## config.mk

```make
export PLATFORM = sky130hd
export DESIGN_NAME = pla_sweep_ctrl
export DESIGN_NICKNAME = d
export VERILOG_FILES = /design/src/rtl/pla_harness_pkg.sv /design/src/rtl/pla_settle_timer.sv /design/src/rtl/pla_sweep_ctrl.sv
export SDC_FILE = /design/constraint.sdc
export NUM_CORES = 1
export LEC_CHECK = 0
export BUFFER_PORTS_ARGS = -buffer_cell sky130_fd_sc_hd__buf_2
export CAP_MARGIN = 5
export CORE_MARGIN = 3
export CORE_UTILIZATION = 33
export CTS_CLUSTER_DIAMETER = 150
export CTS_CLUSTER_SIZE = 14
export DETAILED_ROUTE_END_ITERATION = 8
export GPL_ROUTABILITY_DRIVEN = 0
export PLACE_DENSITY = 0.66
export SLEW_MARGIN = 20
export SYNTH_ARGS = -nofsm -noshare
export SYNTH_HDL_FRONTEND = slang
export SYNTH_SLANG_ARGS = --single-unit
```

## constraint.sdc

```tcl
create_clock -name clk -period 2 [get_ports clk]
set_input_delay 0.4 -clock clk [delete_from_list [all_inputs] [get_ports clk]]
set_output_delay 0.4 -clock clk [all_outputs]
set_load 0.03 [all_outputs]
```

## src/rtl/pla_harness_pkg.sv

```systemverilog
`default_nettype none
// ---------------------------------------------------------------------------
// pla_harness_pkg : shared constants and state encoding for PLA harness ctrls
// Revision: 1.0
// ---------------------------------------------------------------------------
package pla_harness_pkg;

  localparam int SETTLE_W = 4;
  localparam int DEF_N_IN = 10;

  typedef logic [1:0] state_t;

  localparam logic [1:0] ST_IDLE = 2'd0;
  localparam logic [1:0] ST_WAIT = 2'd1;
  localparam logic [1:0] ST_EMIT = 2'd2;
  localparam logic [1:0] ST_DONE = 2'd3;

endpackage
`default_nettype wire

```

## src/rtl/pla_settle_timer.sv

```systemverilog
`default_nettype none
// ---------------------------------------------------------------------------
// pla_settle_timer : loadable down-counter that stops at zero, with zero flag
// Revision: 1.0
// ---------------------------------------------------------------------------
module pla_settle_timer
  import pla_harness_pkg::*;
#(
  parameter int W = SETTLE_W
) (
  input  logic         clk,
  input  logic         rst_n,
  input  logic         load,
  input  logic [W-1:0] load_val,
  input  logic         en,
  output logic         zero
);

  logic [W-1:0] count;

  always_ff @(posedge clk or negedge rst_n) begin
    if (!rst_n) begin
      count <= '0;
    end else if (load) begin
      count <= load_val;
    end else if (en && (count != '0)) begin
      count <= count - W'(1);
    end
  end

  assign zero = (count == '0);

endmodule
`default_nettype wire

```

## src/rtl/pla_sweep_ctrl.sv

```systemverilog
`default_nettype none
// ---------------------------------------------------------------------------
// pla_sweep_ctrl : walks a single-output PLA through every input vector,
//                  counts onset minterms and streams per-vector results
// Revision: 1.0
// ---------------------------------------------------------------------------
module pla_sweep_ctrl
  import pla_harness_pkg::*;
#(
  parameter int N_IN   = DEF_N_IN,
  parameter int SETTLE = 1,
  parameter int CNT_W  = N_IN + 1
) (
  input  logic             clk,
  input  logic             rst_n,
  input  logic             start,
  input  logic             abort,
  input  logic             onset_only,
  output logic [N_IN-1:0]  vec_o,
  input  logic             y_i,
  output logic             busy,
  output logic             done,
  output logic [CNT_W-1:0] onset_cnt,
  output logic             res_valid,
  input  logic             res_ready,
  output logic [N_IN-1:0]  res_vec,
  output logic             res_y
);

  localparam logic [SETTLE_W-1:0] RELOAD = SETTLE_W'(SETTLE - 1);

  state_t state;
  logic   only_q;
  logic   tmr_zero;
  logic   tmr_load;
  logic   tmr_en;
  logic   sample;
  logic   emit_next;
  logic   handshake;
  logic   advance;

  // abort suppresses sampling and handshakes so a cancelled result is dropped
  assign sample    = (state == ST_WAIT) && tmr_zero && !abort;
  assign emit_next = !only_q || y_i;
  assign handshake = (state == ST_EMIT) && res_ready && !abort;
  assign advance   = (sample && !emit_next && !(&vec_o)) ||
                     (handshake && !(&res_vec));

  assign tmr_load = ((state == ST_IDLE) && start) || advance;
  assign tmr_en   = (state == ST_WAIT);

  pla_settle_timer #(
    .W (SETTLE_W)
  ) u_timer (
    .clk      (clk),
    .rst_n    (rst_n),
    .load     (tmr_load),
    .load_val (RELOAD),
    .en       (tmr_en),
    .zero     (tmr_zero)
  );

  always_ff @(posedge clk or negedge rst_n) begin
    if (!rst_n) begin
      state     <= ST_IDLE;
      vec_o     <= '0;
      onset_cnt <= '0;
      res_vec   <= '0;
      res_y     <= 1'b0;
      only_q    <= 1'b0;
    end else begin
      if (advance) begin
        vec_o <= vec_o + N_IN'(1);
      end
      case (state)
        ST_IDLE: begin
          if (start) begin
            state     <= ST_WAIT;
            vec_o     <= '0;
            onset_cnt <= '0;
            only_q    <= onset_only;
          end
        end
        ST_WAIT: begin
          if (abort) begin
            state <= ST_IDLE;
          end else if (sample) begin
            res_y   <= y_i;
            res_vec <= vec_o;
            if (y_i) begin
              onset_cnt <= onset_cnt + CNT_W'(1);
            end
            if (emit_next) begin
              state <= ST_EMIT;
            end else if (&vec_o) begin
              state <= ST_DONE;
            end
          end
        end
        ST_EMIT: begin
          if (abort) begin
            state <= ST_IDLE;
          end else if (handshake) begin
            state <= (&res_vec) ? ST_DONE : ST_WAIT;
          end
        end
        default: begin
          state <= ST_IDLE;
        end
      endcase
    end
  end

  assign busy      = (state != ST_IDLE);
  assign done      = (state == ST_DONE);
  assign res_valid = (state == ST_EMIT);

endmodule
`default_nettype wire

```

==> flow_metrics.py <==
metrics = {
    "status": {
        "status": "complete, no violations",
    },
    "cts": {
        "insertion_delay_ns": 0.29,
        "cts_hold_buf": 0,
        "ctsRootBufferMaster": "clkbuf_8",
        "numCtsBuffers": 5,
        "htree_num_levels": 2,
        "path_clk_slew_ns": 0.08,
        "clock_path_buffers": 2,
        "cts_tree": "done",
        "clock-sinks": 39,
    },
    "floorplanning": {
        "die_w_um": 82.24,
        "core.rowCount": 27,
        "core_area_mm2": 0.005574,
        "start_util": 0.3441,
        "io_pins": 42,
        "die_h_um": 82.24,
        "dieArea_mm2": 0.006763,
    },
    "sta": {
        "setup_viol_count_final": 0,
        "hold_viol_final": 0,
        "clock.fmax_mhz": 508.6,
        "max-slew-margin-rel": 0.7075,
        "period_share": 0.9830,
        "setup-tns-final_ns": 0,
        "post-route-min-period_ns": 1.966,
        "tightest_slew_ns": 0.4353,
        "hold-worst-slack_ns": 0.06157,
        "slew_violations": 0,
        "clock_skew_ns": 0.009276,
    },
    "logic_synthesis": {
        "synth_top_family_by_area": "simple AND/OR/NAND/NOR gates",
        "ys_async_sr_fraction": 1.000,
        "ys_seq_area_frac": 0.5088,
        "synth_compound_area_frac": 0.09524,
        "synth_seq_cells": 39,
        "synth.most_common_cell": "dfrtp_1",
        "synthAdderAreaFrac": 0.02609,
        "synthXorXnorAreaFrac": 0.05479,
        "muxShareOfSynthArea": 0.07502,
        "synth_top_area_cell": "dfrtp_1",
        "yosys-top-cells-area": "dfrtp_1 51%, mux2_2 6.5%, nor2_1 3.7%",
        "yosys_warnings": 0,
        "synth_edf_count": 0,
        "syn_avg_cell_area_um2": 10.54,
        "synth_top_area_frac": 0.5088,
        "synthSimpleGateAreaFrac": 0.2048,
        "synth_area_mm2": 0.001918,
        "ys_top_cells_by_count": "39 x dfrtp_1, 19 x nor2_1, 15 x nand2_1",
        "synth_cells": 182,
        "synth.distinct_cells": 37,
        "syn-num-nets": 193,
        "synthFlopType": "dfrtp_1",
    },
    "setup_path": {
        "worstReg2RegStart": "u_timer.count[0]$_DFFE_PN0P_",
        "r2r-end": "vec_o[7]$_DFF_PN0_",
        "r2r_setup_slack_ns": 0.03,
        "crit_arrival_ns": 2.19,
        "cp_slowest_cell": "or4_1",
        "r2r_cells": 7,
        "critPathKind": "reg -> reg",
        "crit_start": "u_timer.count[0]$_DFFE_PN0P_",
        "critPathMaxFanout": 5,
        "cp-end-kind": "register",
        "worst-path-buf-inv": 1,
        "slowest_delay_ns": 0.52,
        "crit_required_ns": 2.23,
        "crit_family": "simple AND/OR/NAND/NOR gates",
        "path_cells": "inv_2 -> ha_2 -> nor3b_4 -> nand3_2 -> o22a_4 -> or4_1 -> a21oi_1",
        "start_kind": "register",
    },
    "global_routing": {
        "grt_max_degree": 40,
        "grt_pass1_wl_um": 7307,
        "grt_pass1_vias": 1493,
        "track_usage": 0.1400,
        "antenna_found_initial": 0,
        "overflow": 0,
    },
    "cells_and_area": {
        "drive_above_1_share": 0.4008,
        "nets": 257,
        "fillers": 547,
        "multi_input_area_um2": 945.9,
        "n_antenna_cell": 0,
        "final_util": 0.4505,
        "synthToLayoutAreaGrowth_pct": 30.92,
        "register_area_um2": 978.4,
    },
    "drt": {
        "num_vias": 1634,
        "drt_first_pass_iters": 4,
        "finalWirelength_um": 4634,
        "wl_per_cell_um": 14.53,
        "drt_iter0_drc": 74,
        "vias_per_cell": 5.122,
        "ant_nets": 0,
        "drc_errors": 0,
    },
    "placement": {
        "io_buffers": 41,
        "hpwl_um": 3114,
    },
    "pwr": {
        "power_per_cell_area_mw_per_mm2": 964.7,
        "irDropWorstVdd_mv": 0.5509,
        "p_leak_nw": 1.230,
    },
    "job": {
        "maxCapViolCount": 0,
    },
    "worst_hold_path": {
        "hold_path.class": "in -> async",
    },
}
stage by stage:
step	instance area, µm²	instances	setup WS [ns]	power (mW)
floorplan	1934	182	0.01604	1.542
global placement	2332	306	0.05987	1.767
detailed placement	2332	306	0.006939	1.784
CTS	2425	314	0.0008133	2.340
global route	2511	319	-0.05172	2.603
finish	2511	319	0.03396	2.423
kinds of logic (layout without fill, tap and decap cells):
| kind of cell | count (synthesis) | in the layout |
|---|---|---|
| AO/OA/AOI/OAI | 28 | 29 |
| XOR/XNOR | 12 | 12 |
| adder cells (fa/ha/maj) | 4 | 4 |
| buffers and inverters | 14 | 78 |
| flip-flops | 39 | 39 |
| multiplexers | 13 | 13 |
| AND/OR/NAND/NOR | 72 | 72 |
worst register-to-register path, delay by kind of cell, from the launching register on:
family / cells / cell delay [ns]
AND/OR/NAND/NOR: 3 / 0.85
AO/OA/AOI/OAI: 2 / 0.41
flip-flops: 1 / 0.40
adder cells (fa/ha/maj): 1 / 0.18
buffers and inverters: 1 / 0.08
cell usage in the layout (no fill, tap or decap), types with 2 or more instances in the layout:
| cell | count |
|---|---|
| inv_1 | 6 |
| mux2_2 | 11 |
| ha_1 | 2 |
| buf_2 | 41 |
| or3_1 | 3 |
| nand3_1 | 5 |
| dfrtp_2 | 2 |
| nor3b_1 | 2 |
| inv_2 | 2 |
| nor4b_2 | 2 |
| dfrtp_1 | 37 |
| buf_4 | 20 |
| clkbuf_8 | 6 |
| o21ai_0 | 7 |
| mux2i_1 | 2 |
| nand3_2 | 2 |
| o211ai_1 | 2 |
| nand2_1 | 15 |
| nor3_1 | 3 |
| nand4_1 | 8 |
| nor2_1 | 19 |
| or4_1 | 3 |
| xor2_1 | 5 |
| a21oi_1 | 9 |
| ha_2 | 2 |
| o31ai_1 | 4 |
| and2_1 | 2 |
| xnor2_1 | 7 |
flip-flops by register name (all words and copies together) (netlist names):
| register | count |
|---|---|
| onset_cnt | 11 |
| state | 2 |
| u_timer.count | 4 |
| only_q | 1 |
| res_vec | 10 |
| res_y | 1 |
| vec_o | 10 |
how the worst max path moves through the flow:
stage	end	depth (start not counted)	slack, ns
final	vec_o[7]$_DFF_PN0_	7	0.03
after global routing	vec_o[7]$_DFF_PN0_	7	-0.05
after CTS	onset_cnt[10]$_DFFE_PN0P_	8	0.0008
after detailed placement	vec_o[8]$_DFF_PN0_	7	0.007
after global placement	vec_o[8]$_DFF_PN0_	7	0.06
after floorplan	vec_o[5]$_DFF_PN0_	8	0.02
area by class of cell:
class	instances	share of cell area
Sequential cell	39	0.3896
Multi-Input combinational cell	130	0.3767
Clock buffer	7	0.03438
Timing Repair Buffer	62	0.1495
Clock inverter	1	0.001993
Tap cell	72	0.03587
Inverter	8	0.01196
layer usage:
layer	global-route usage	wire length, µm
met5	0	0
met4	0.04817	71
met3	0.03037	199
met2	0.2083	2192
met1	0.2003	2171
power breakdown:
part | switching (mW) | internal [mW]
Sequential | 0.0959 | 0.881
Clock | 0.276 | 0.278
Combinational | 0.525 | 0.366
Total | 0.897 | 1.53
timing repair:
item,CTS,global route
gates resized for setup,1,8
setup buffers,0,4
gates cloned,0,1
pin swaps,0,5
endpoints found under the setup margin,2,11
endpoints found under the hold margin,0,0
(Power assumes the default switching activity.)
